`config.mk`:
```
export PLATFORM = sky130hd
export DESIGN_NAME = regfile_wr_arbiter_flat
export DESIGN_NICKNAME = d
export VERILOG_FILES = /design/src/rtl/regfile_wr_arbiter_if.sv /design/src/rtl/regfile_wr_arbiter.sv /design/src/flat_wrapper.sv
export SDC_FILE = /design/constraint.sdc
export NUM_CORES = 1
export LEC_CHECK = 0
export ABC_AREA = 1
export CAP_MARGIN = 20
export CORE_ASPECT_RATIO = 0.75
export CORE_MARGIN = 2
export CORE_UTILIZATION = 34
export CTS_CLUSTER_SIZE = 16
export DETAILED_ROUTE_END_ITERATION = 16
export PLACE_DENSITY = 0.81
export SYNTH_ARGS = -nofsm -noshare
export SYNTH_HDL_FRONTEND = slang
export SYNTH_SLANG_ARGS = --single-unit
```
`constraint.sdc`:
```
create_clock -name clk -period 2.45 [get_ports clk]
set_input_delay 0.245 -clock clk [delete_from_list [all_inputs] [get_ports clk]]
set_output_delay 0.245 -clock clk [all_outputs]
set_load 0.02 [all_outputs]
```
`src/rtl/regfile_wr_arbiter_if.sv`:
```
// Write-request and register-file write-port bundle shared by the two
// requesters and the arbiter.
interface regfile_wr_arbiter_if #(
  parameter int ADDR_WIDTH = 5,
  parameter int DATA_WIDTH = 64
);
  localparam int NUM_BYTE = DATA_WIDTH / 8;

  logic                  req0_valid_i;
  logic                  req0_ready_o;
  logic [ADDR_WIDTH-1:0] req0_addr_i;
  logic [DATA_WIDTH-1:0] req0_data_i;
  logic [NUM_BYTE-1:0]   req0_be_i;

  logic                  req1_valid_i;
  logic                  req1_ready_o;
  logic [ADDR_WIDTH-1:0] req1_addr_i;
  logic [DATA_WIDTH-1:0] req1_data_i;
  logic [NUM_BYTE-1:0]   req1_be_i;

  logic                  rf_we_o;
  logic [ADDR_WIDTH-1:0] rf_waddr_o;
  logic [DATA_WIDTH-1:0] rf_wdata_o;
  logic [NUM_BYTE-1:0]   rf_wbe_o;
  logic                  merge_o;

  modport master (
    output req0_valid_i, req0_addr_i, req0_data_i, req0_be_i,
    output req1_valid_i, req1_addr_i, req1_data_i, req1_be_i,
    input  req0_ready_o, req1_ready_o,
    input  rf_we_o, rf_waddr_o, rf_wdata_o, rf_wbe_o, merge_o
  );

  modport slave (
    input  req0_valid_i, req0_addr_i, req0_data_i, req0_be_i,
    input  req1_valid_i, req1_addr_i, req1_data_i, req1_be_i,
    output req0_ready_o, req1_ready_o,
    output rf_we_o, rf_waddr_o, rf_wdata_o, rf_wbe_o, merge_o
  );
endinterface

```
`src/rtl/regfile_wr_arbiter.sv`:
```
// Two-requester write arbiter for the register-file write port: fixed priority
// to requester 1, starvation escape for requester 0, same-address merging.
module regfile_wr_arbiter #(
  parameter int ADDR_WIDTH = 5,
  parameter int DATA_WIDTH = 64,
  parameter int NUM_BYTE   = DATA_WIDTH / 8,
  parameter int MAX_WAIT   = 4
) (
  input logic             clk,
  input logic             rst,
  regfile_wr_arbiter_if.slave bus
);

  typedef enum logic [0:0] {
    PRIO1 = 1'b0,
    PRIO0 = 1'b1
  } state_t;

  localparam logic [7:0] MAX_WAIT_C = 8'(MAX_WAIT);

  // Byte-wise combine: requester 1 wins overlapping bytes, unenabled bytes are 0.
  function automatic logic [DATA_WIDTH-1:0] merge_bytes(
    input logic [DATA_WIDTH-1:0] d0,
    input logic [NUM_BYTE-1:0]   be0,
    input logic [DATA_WIDTH-1:0] d1,
    input logic [NUM_BYTE-1:0]   be1
  );
    logic [DATA_WIDTH-1:0] res;
    res = '0;
    for (int i = 0; i < NUM_BYTE; i++) begin
      if (be1[i]) begin
        res[i*8 +: 8] = d1[i*8 +: 8];
      end else if (be0[i]) begin
        res[i*8 +: 8] = d0[i*8 +: 8];
      end else begin
        res[i*8 +: 8] = 8'h00;
      end
    end
    return res;
  endfunction

  state_t                state_r;
  logic [7:0]            wait_cnt_r;
  logic                  rf_we_r;
  logic [ADDR_WIDTH-1:0] rf_waddr_r;
  logic [DATA_WIDTH-1:0] rf_wdata_r;
  logic [NUM_BYTE-1:0]   rf_wbe_r;
  logic                  merge_r;

  logic                  ready0_s;
  logic                  ready1_s;
  logic                  grant0_s;
  logic                  grant1_s;
  logic                  denied0_s;
  logic                  merge_s;
  logic [NUM_BYTE-1:0]   eff_be0_s;
  logic [NUM_BYTE-1:0]   eff_be1_s;
  logic [NUM_BYTE-1:0]   wbe_s;
  logic                  we_s;
  logic [ADDR_WIDTH-1:0] waddr_s;
  logic [DATA_WIDTH-1:0] wdata_s;

  // Grant decision: merge on equal addresses, otherwise the priority holder wins.
  always_comb begin
    ready0_s = 1'b0;
    ready1_s = 1'b0;
    if (rst) begin
      ready0_s = 1'b0;
      ready1_s = 1'b0;
    end else if (bus.req0_valid_i && bus.req1_valid_i) begin
      if (bus.req0_addr_i == bus.req1_addr_i) begin
        ready0_s = 1'b1;
        ready1_s = 1'b1;
      end else begin
        ready0_s = (state_r == PRIO0);
        ready1_s = (state_r == PRIO1);
      end
    end else begin
      ready0_s = bus.req0_valid_i;
      ready1_s = bus.req1_valid_i;
    end
  end

  // Next write-port contents built from whichever requests are accepted.
  always_comb begin
    grant0_s  = bus.req0_valid_i & ready0_s;
    grant1_s  = bus.req1_valid_i & ready1_s;
    denied0_s = bus.req0_valid_i & ~ready0_s;
    merge_s   = grant0_s & grant1_s;
    eff_be0_s = grant0_s ? bus.req0_be_i : {NUM_BYTE{1'b0}};
    eff_be1_s = grant1_s ? bus.req1_be_i : {NUM_BYTE{1'b0}};
    wbe_s     = eff_be0_s | eff_be1_s;
    we_s      = |wbe_s;
    waddr_s   = grant1_s ? bus.req1_addr_i : bus.req0_addr_i;
    wdata_s   = merge_bytes(bus.req0_data_i, eff_be0_s, bus.req1_data_i, eff_be1_s);
  end

  // Priority FSM, starvation counter and registered write port.
  always_ff @(posedge clk or posedge rst) begin
    if (rst) begin
      state_r    <= PRIO1;
      wait_cnt_r <= 8'd0;
      rf_we_r    <= 1'b0;
      rf_waddr_r <= '0;
      rf_wdata_r <= '0;
      rf_wbe_r   <= '0;
      merge_r    <= 1'b0;
    end else begin
      rf_we_r    <= we_s;
      rf_waddr_r <= waddr_s;
      rf_wdata_r <= wdata_s;
      rf_wbe_r   <= wbe_s;
      merge_r    <= merge_s & we_s;
      case (state_r)
        PRIO1: begin
          if (grant0_s) begin
            wait_cnt_r <= 8'd0;
          end else if (denied0_s) begin
            // Hand over priority on the edge where the count reaches MAX_WAIT.
            if (wait_cnt_r >= MAX_WAIT_C - 8'd1) begin
              wait_cnt_r <= MAX_WAIT_C;
              state_r    <= PRIO0;
            end else begin
              wait_cnt_r <= wait_cnt_r + 8'd1;
            end
          end else begin
            wait_cnt_r <= wait_cnt_r;
          end
        end
        PRIO0: begin
          if (grant0_s) begin
            wait_cnt_r <= 8'd0;
            state_r    <= PRIO1;
          end else begin
            wait_cnt_r <= wait_cnt_r;
          end
        end
        default: begin
          state_r    <= PRIO1;
          wait_cnt_r <= 8'd0;
        end
      endcase
    end
  end

  assign bus.req0_ready_o = ready0_s;
  assign bus.req1_ready_o = ready1_s;
  assign bus.rf_we_o      = rf_we_r;
  assign bus.rf_waddr_o   = rf_waddr_r;
  assign bus.rf_wdata_o   = rf_wdata_r;
  assign bus.rf_wbe_o     = rf_wbe_r;
  assign bus.merge_o      = merge_r;

endmodule

```
`src/flat_wrapper.sv`:
```
// flat-port wrapper written by rule: the top's interface ports become plain ports
module regfile_wr_arbiter_flat 
#(
  parameter int ADDR_WIDTH = 5,
  parameter int DATA_WIDTH = 64,
  parameter int NUM_BYTE   = DATA_WIDTH / 8,
  parameter int MAX_WAIT   = 4
)
  (clk, rst, bus_req0_valid_i, bus_req0_addr_i, bus_req0_data_i, bus_req0_be_i, bus_req1_valid_i, bus_req1_addr_i, bus_req1_data_i, bus_req1_be_i, bus_req0_ready_o, bus_req1_ready_o, bus_rf_we_o, bus_rf_waddr_o, bus_rf_wdata_o, bus_rf_wbe_o, bus_merge_o);
  regfile_wr_arbiter_if #(.ADDR_WIDTH(ADDR_WIDTH), .DATA_WIDTH(DATA_WIDTH)) bus_i ();
  input logic clk;
  input logic rst;
  input wire logic [$bits(bus_i.req0_valid_i)-1:0] bus_req0_valid_i;
  input wire logic [$bits(bus_i.req0_addr_i)-1:0] bus_req0_addr_i;
  input wire logic [$bits(bus_i.req0_data_i)-1:0] bus_req0_data_i;
  input wire logic [$bits(bus_i.req0_be_i)-1:0] bus_req0_be_i;
  input wire logic [$bits(bus_i.req1_valid_i)-1:0] bus_req1_valid_i;
  input wire logic [$bits(bus_i.req1_addr_i)-1:0] bus_req1_addr_i;
  input wire logic [$bits(bus_i.req1_data_i)-1:0] bus_req1_data_i;
  input wire logic [$bits(bus_i.req1_be_i)-1:0] bus_req1_be_i;
  output wire logic [$bits(bus_i.req0_ready_o)-1:0] bus_req0_ready_o;
  output wire logic [$bits(bus_i.req1_ready_o)-1:0] bus_req1_ready_o;
  output wire logic [$bits(bus_i.rf_we_o)-1:0] bus_rf_we_o;
  output wire logic [$bits(bus_i.rf_waddr_o)-1:0] bus_rf_waddr_o;
  output wire logic [$bits(bus_i.rf_wdata_o)-1:0] bus_rf_wdata_o;
  output wire logic [$bits(bus_i.rf_wbe_o)-1:0] bus_rf_wbe_o;
  output wire logic [$bits(bus_i.merge_o)-1:0] bus_merge_o;
  assign bus_i.req0_valid_i = bus_req0_valid_i;
  assign bus_i.req0_addr_i = bus_req0_addr_i;
  assign bus_i.req0_data_i = bus_req0_data_i;
  assign bus_i.req0_be_i = bus_req0_be_i;
  assign bus_i.req1_valid_i = bus_req1_valid_i;
  assign bus_i.req1_addr_i = bus_req1_addr_i;
  assign bus_i.req1_data_i = bus_req1_data_i;
  assign bus_i.req1_be_i = bus_req1_be_i;
  assign bus_req0_ready_o = bus_i.req0_ready_o;
  assign bus_req1_ready_o = bus_i.req1_ready_o;
  assign bus_rf_we_o = bus_i.rf_we_o;
  assign bus_rf_waddr_o = bus_i.rf_waddr_o;
  assign bus_rf_wdata_o = bus_i.rf_wdata_o;
  assign bus_rf_wbe_o = bus_i.rf_wbe_o;
  assign bus_merge_o = bus_i.merge_o;
  regfile_wr_arbiter #(.ADDR_WIDTH(ADDR_WIDTH), .DATA_WIDTH(DATA_WIDTH), .NUM_BYTE(NUM_BYTE), .MAX_WAIT(MAX_WAIT)) u_core (.clk(clk), .rst(rst), .bus(bus_i));
endmodule
```
Word-level counts from Yosys, hierarchy flattened
Cells that the tools add are included.

Word-level logic and storage cells: 58. Bits of input ports: 158. Register bits after elaboration: 88. Output and inout port bits: 81.

Add/sub/neg operators: 1. Eq/ne operators: 3. Bitwise logic cells: 8. Reductions and logical operators: 3. Order comparisons: 1. Multiplexer cells: 35.

Operators with widths (count): $mux 8 (22); $pmux 8 s2 (1); $mux 1 (10); $add 8x1->8 const B (1); $ge 8x2->1 const B (1); $or 8x8->8 (1); $reduce_or 8->1 (1); $and 1x1->1 (5); $eq 5x5->1 (1); $mux 5 (1); $ne 3x1->1 const B (1); $ne 2x2->1 const B (1); $not 1->1 (2); $pmux 1 s2 (1); $reduce_and 2->1 (1); $logic_and 1x1->1 (1).

Logic depth before layout (Yosys ltp)
Gate-level depths: netlist of run 1.

Word-level depth: 9. Mapped depth: 12. Mapped depth without buffers: 12.

Worst setup path before layout of run 1
No wires, ideal clock.

Path type: input-to-reg. Start point: in bus_req1_addr_i[4]. End point: reg u_core.wait_cnt_r[0]. Arrival: 1.234 ns. Slack: 1.093 ns. Cell stages on the path: 11. Setup time: 0.124 ns. Path buffers: 0. Required time: 2.326 ns. Path through: inv_1 nand2_1 nand2_1 nor2_2 nand3_4 nand2_4 nand2_1 inv_2 nor2_1 inv_2 mux2i_1.

Word-level cells in the longest chain between the ends: 8.

Ends and longest elaborated chain: from (decl) (RTL line flat_wrapper.sv:18) `input wire logic [$bits(bus_i.req1_addr_i)-1:0] bus_req1_addr_i;`; $eq 5x5->1 * (RTL line regfile_wr_arbiter.sv:71) `if (bus.req0_addr_i == bus.req1_addr_i) begin`; $mux 1 * (RTL line regfile_wr_arbiter.sv:71); $mux 1 * (RTL line regfile_wr_arbiter.sv:70) `end else if (bus.req0_valid_i && bus.req1_valid_i) begin`; $mux 1 * (RTL line regfile_wr_arbiter.sv:67) `if (rst) begin`; via bus_req0_ready_o (RTL line flat_wrapper.sv:21) `output wire logic [$bits(bus_i.req0_ready_o)-1:0] bus_req0_ready_o;`; $not 1->1 (RTL line regfile_wr_arbiter.sv:88) `denied0_s = bus.req0_valid_i & ~ready0_s;`; $and 1x1->1 (RTL line regfile_wr_arbiter.sv:88); $ne 3x1->1 (no line); $reduce_and 2->1 (no line); to (signal assigned) (RTL line regfile_wr_arbiter.sv:124) `wait_cnt_r <= wait_cnt_r + 8'd1;`; to (signal assigned) (RTL line regfile_wr_arbiter.sv:127) `wait_cnt_r <= wait_cnt_r;`; to (signal assigned) (RTL line regfile_wr_arbiter.sv:135) `wait_cnt_r <= wait_cnt_r;`; to (decl) (RTL line regfile_wr_arbiter.sv:43) `logic [7:0] wait_cnt_r;`.

The timed path passes the listed nets; every way through them passes the cells marked *. A chain may end at the register's enable or synchronous reset.

Worst setup path in the final report of run 1
Start point: in bus_req0_addr_i[2]. End point: out bus_req1_ready_o.

Word-level cells in the longest chain between the ends: 4.

Ends and longest elaborated chain: from (decl) (RTL line flat_wrapper.sv:14) `input wire logic [$bits(bus_i.req0_addr_i)-1:0] bus_req0_addr_i;`; $eq 5x5->1 (RTL line regfile_wr_arbiter.sv:71); $mux 1 (RTL line regfile_wr_arbiter.sv:71); $mux 1 (RTL line regfile_wr_arbiter.sv:70); $mux 1 (RTL line regfile_wr_arbiter.sv:67); to (decl) (RTL line flat_wrapper.sv:22) `output wire logic [$bits(bus_i.req1_ready_o)-1:0] bus_req1_ready_o;`.

Every way passes these cells.

==> results.py, run 1 <==
metrics = {
    "status": {
        "status": "completed",
    },
    "synthesis": {
        "synth_edf_count": 0,
        "netlist.area_leader.share": 0.556,
        "synth_top_family_by_area": "simple AND/OR/NAND/NOR gates",
        "ys_warn_count": 0,
        "synth-xor-area-share": 0.00221,
        "yosysTopAreaCell": "dfrtp_1",
        "async_flop_share": 1.00,
        "yosysSeqAreaShare": 0.556,
        "syn_inst": 406,
        "netlist_area_um2": 3960,
        "avgSynthCellArea_um2": 9.76,
        "synth_mux_area_frac": 0.00253,
        "ys_types": 23,
        "ys.flop_type": "dfrtp_1",
        "yosysMostFrequentCell": "nand2_1",
        "synth_fp_nets": 565,
        "synth.area.top_cells": "dfrtp_1 56%, nand2_1 8.5%, a21oi_2 8.2%, nor2_1 7.1%, nand3_4 4.0%",
        "ys_seq_elements": 88,
        "synth_adder_area_share": 0.00316,
        "synthSimpleGateAreaFrac": 0.261,
        "synth_top_cells_by_count": "90 x nand2_1, 88 x dfrtp_1, 75 x nor2_1, 37 x a21oi_2, 28 x a21oi_1",
        "synth_compound_area_frac": 0.123,
    },
    "setup_path": {
        "r2r_end": "u_core.bus.rf_we_o",
        "cp.arrival_ps": 2070,
        "cp.required_ps": 2200,
        "path_max_fanout": 3,
        "r2r_cells": 10,
        "r2r_slack_ps": 610,
        "rr_startpoint": "u_core.state_r",
        "crit_path_end_kind": "primary output",
        "crit_path_top_delay_cell": "clkdlybuf4s50_1",
        "start_kind": "primary input",
        "max_stage_delay_ps": 620,
        "path_buf_inv": 4,
        "cp_cell_sequence": "clkdlybuf4s50_1, inv_1, nand2_1, nand2_1, nor2_2, nand3_4, nand2_8, nand2_2, inv_1, clkdlybuf4s50_1",
        "path_class": "primary input to primary output",
        "crit_family": "buffers and inverters",
    },
    "clock_network": {
        "numCtsBuffers": 9,
        "clk_latency_ps": 330,
        "root_buffer": "clkbuf_16",
        "htree_levels": 3,
        "clock-sinks": 88,
        "path_clk_slew_ps": 60,
        "cts_resized": 0,
        "cts_tree": "done",
        "cts_buffer_depth": 2,
        "postCtsSetupBuffers": 0,
        "cts_hold_buf": 0,
    },
    "grt": {
        "grt_pass1_wl_mm": 19.4,
        "grt_use_total": 0.199,
        "grt_max_degree": 41,
        "grt_pass1_vias": 3962,
        "overflow": 0,
        "antenna_found_initial": 0,
    },
    "timing": {
        "whs_ps": 463,
        "layout_setup_ws_ps": 132,
        "setup_tns_ps": 0,
        "maxSlewViolCount": 0,
        "clock_skew_ps": 3.76,
        "rsz0062_at_grt": "false",
        "layout_min_cycle_time_ps": 2320,
        "relSlewSlack": 0.576,
        "tightest_slew_ps": 635,
        "hold_viol": 0,
        "post-route-period-util": 0.946,
        "fmax_ghz": 0.431,
        "setup_viol": 0,
    },
    "detailed_routing": {
        "ant_nets": 0,
        "wl_per_cell_um": 15.2,
        "viasPerCell": 4.51,
        "drt_iter0_drc": 180,
        "drt-pass1-iter-count": 6,
        "drc_errors": 0,
        "num_vias": 3627,
        "routed_wl_mm": 12.3,
    },
    "pwr": {
        "p_total_w": 0.00445,
        "leakage_nw": 3.00,
        "irDropWorstVdd_uv": 406,
        "p_per_area_nw_per_um2": 645,
    },
    "placement": {
        "io_buffers": 238,
        "dpl_cell_area_um2": 6530,
        "hpwlAfterDp_mm": 9.70,
        "gp_congestion": 0.883,
        "post-place-ws_ps": 135,
    },
    "worst_hold_path": {
        "hold_path.class": "primary input to flop",
        "hold_depth": 3,
        "hold_end": "u_core.bus.rf_wdata_o[41]",
        "hold_start": "bus_req0_data_i[41]",
    },
    "final_layout": {
        "fin_area_um2": 6890,
        "diodes": 0,
        "syn2layout_area_growth_pct": 73.9,
        "nets": 815,
        "drive_above_1_share": 0.158,
    },
    "floorplan": {
        "core_um2": 11500,
        "die-area_um2": 12500,
        "dieHeight_um": 97.5,
        "num_rows": 34,
        "die_x_um": 129,
        "floorplan.initialDensity": 0.345,
        "pin_count": 239,
    },
    "job": {
        "cap_violations": 0,
    },
}
## cell type report
cell class                      instances  area, µm²
Inverter                               31        120
Clock inverter                          6        133
Sequential cell                        88       2200
Multi-Input combinational cell        279       1550
Fill cell                             979       4590
Clock buffer                            9        225
Tap cell                              144        180
Timing Repair Buffer                  247       2480
## metrics by stage
step | util | instances
2_1_floorplan | - | 406
3_3_place_gp | 0.569 | 789
3_5_place_dp | 0.569 | 789
4_1_cts | 0.600 | 804
5_1_grt | 0.600 | 804
6_report | 0.600 | 804
## per-layer routing
layer | share of wire | GRT usage | up-vias
met3 | 0.083 | 0.0694 | 23
met2 | 0.48 | 0.344 | 160
met1 | 0.41 | 0.230 | 1656
met5 | 0 | 0 | -
met4 | 0.025 | 0.0644 | 0
li1 | - | - | 1788
## worst min-delay path, cell delays in order
cell	delay [ps]
clkdlybuf4s50_1	400
nand2_1	60
a21oi_1	50
## cells in the final DEF, fill, tap and decap left out, drive strengths merged, types with 2 or more instances in the layout
cell type	count
a21oi	65
buf	9
bufinv	4
clkbuf	9
clkdlybuf4s50	237
clkinv	6
clkinvlp	2
dfrtp	88
inv	25
nand2	100
nand3	18
nor2	86
o21ai	5
## cells by family after synthesis
logic type	Yosys count
XOR/XNOR	1
flip-flops	88
AND/OR/NAND/NOR	206
AO/OA/AOI/OAI	70
multiplexers	1
buffers and inverters	39
adder cells (fa/ha/maj)	1
## state kept, by name (all words and copies together) (netlist names)
register	count
u_core.bus.merge_o	1
u_core.bus.rf_waddr_o	5
u_core.bus.rf_wbe_o	8
u_core.bus.rf_wdata_o	64
u_core.bus.rf_we_o	1
u_core.state_r	1
u_core.wait_cnt_r	8
## power breakdown
part | internal, W | switching, W | total (W)
logic | 0.000582 | 0.000575 | 0.00116
clock network | 0.00109 | 0.000546 | 0.00164
registers | 0.00160 | 0.0000537 | 0.00165
## worst max path at each step
stage	endpoint	start	cells past startpoint	slack (ps)
6_report	bus_req1_ready_o	bus_req0_addr_i[2]	10	130
5_1_grt	bus_req1_ready_o	bus_req0_addr_i[0]	10	30
4_1_cts	bus_req0_ready_o	bus_req0_addr_i[2]	10	130
3_5_place_dp	bus_req0_ready_o	bus_req0_addr_i[4]	10	130
3_3_place_gp	bus_req0_ready_o	bus_req0_addr_i[0]	10	190
2_1_floorplan	u_core.wait_cnt_r[0]	bus_req1_addr_i[4]	11	1090
(Power assumes the default switching activity.)
==> run 2, diff against run 1 <==
--- a/config.mk
+++ b/config.mk
@@ -16,3 +16,4 @@
 export SYNTH_ARGS = -nofsm -noshare
 export SYNTH_HDL_FRONTEND = slang
 export SYNTH_SLANG_ARGS = --single-unit
+export TNS_END_PERCENT = 5
==> results of run 2 <==
The final DEF is identical to that of run 1; final timing and power are the same.
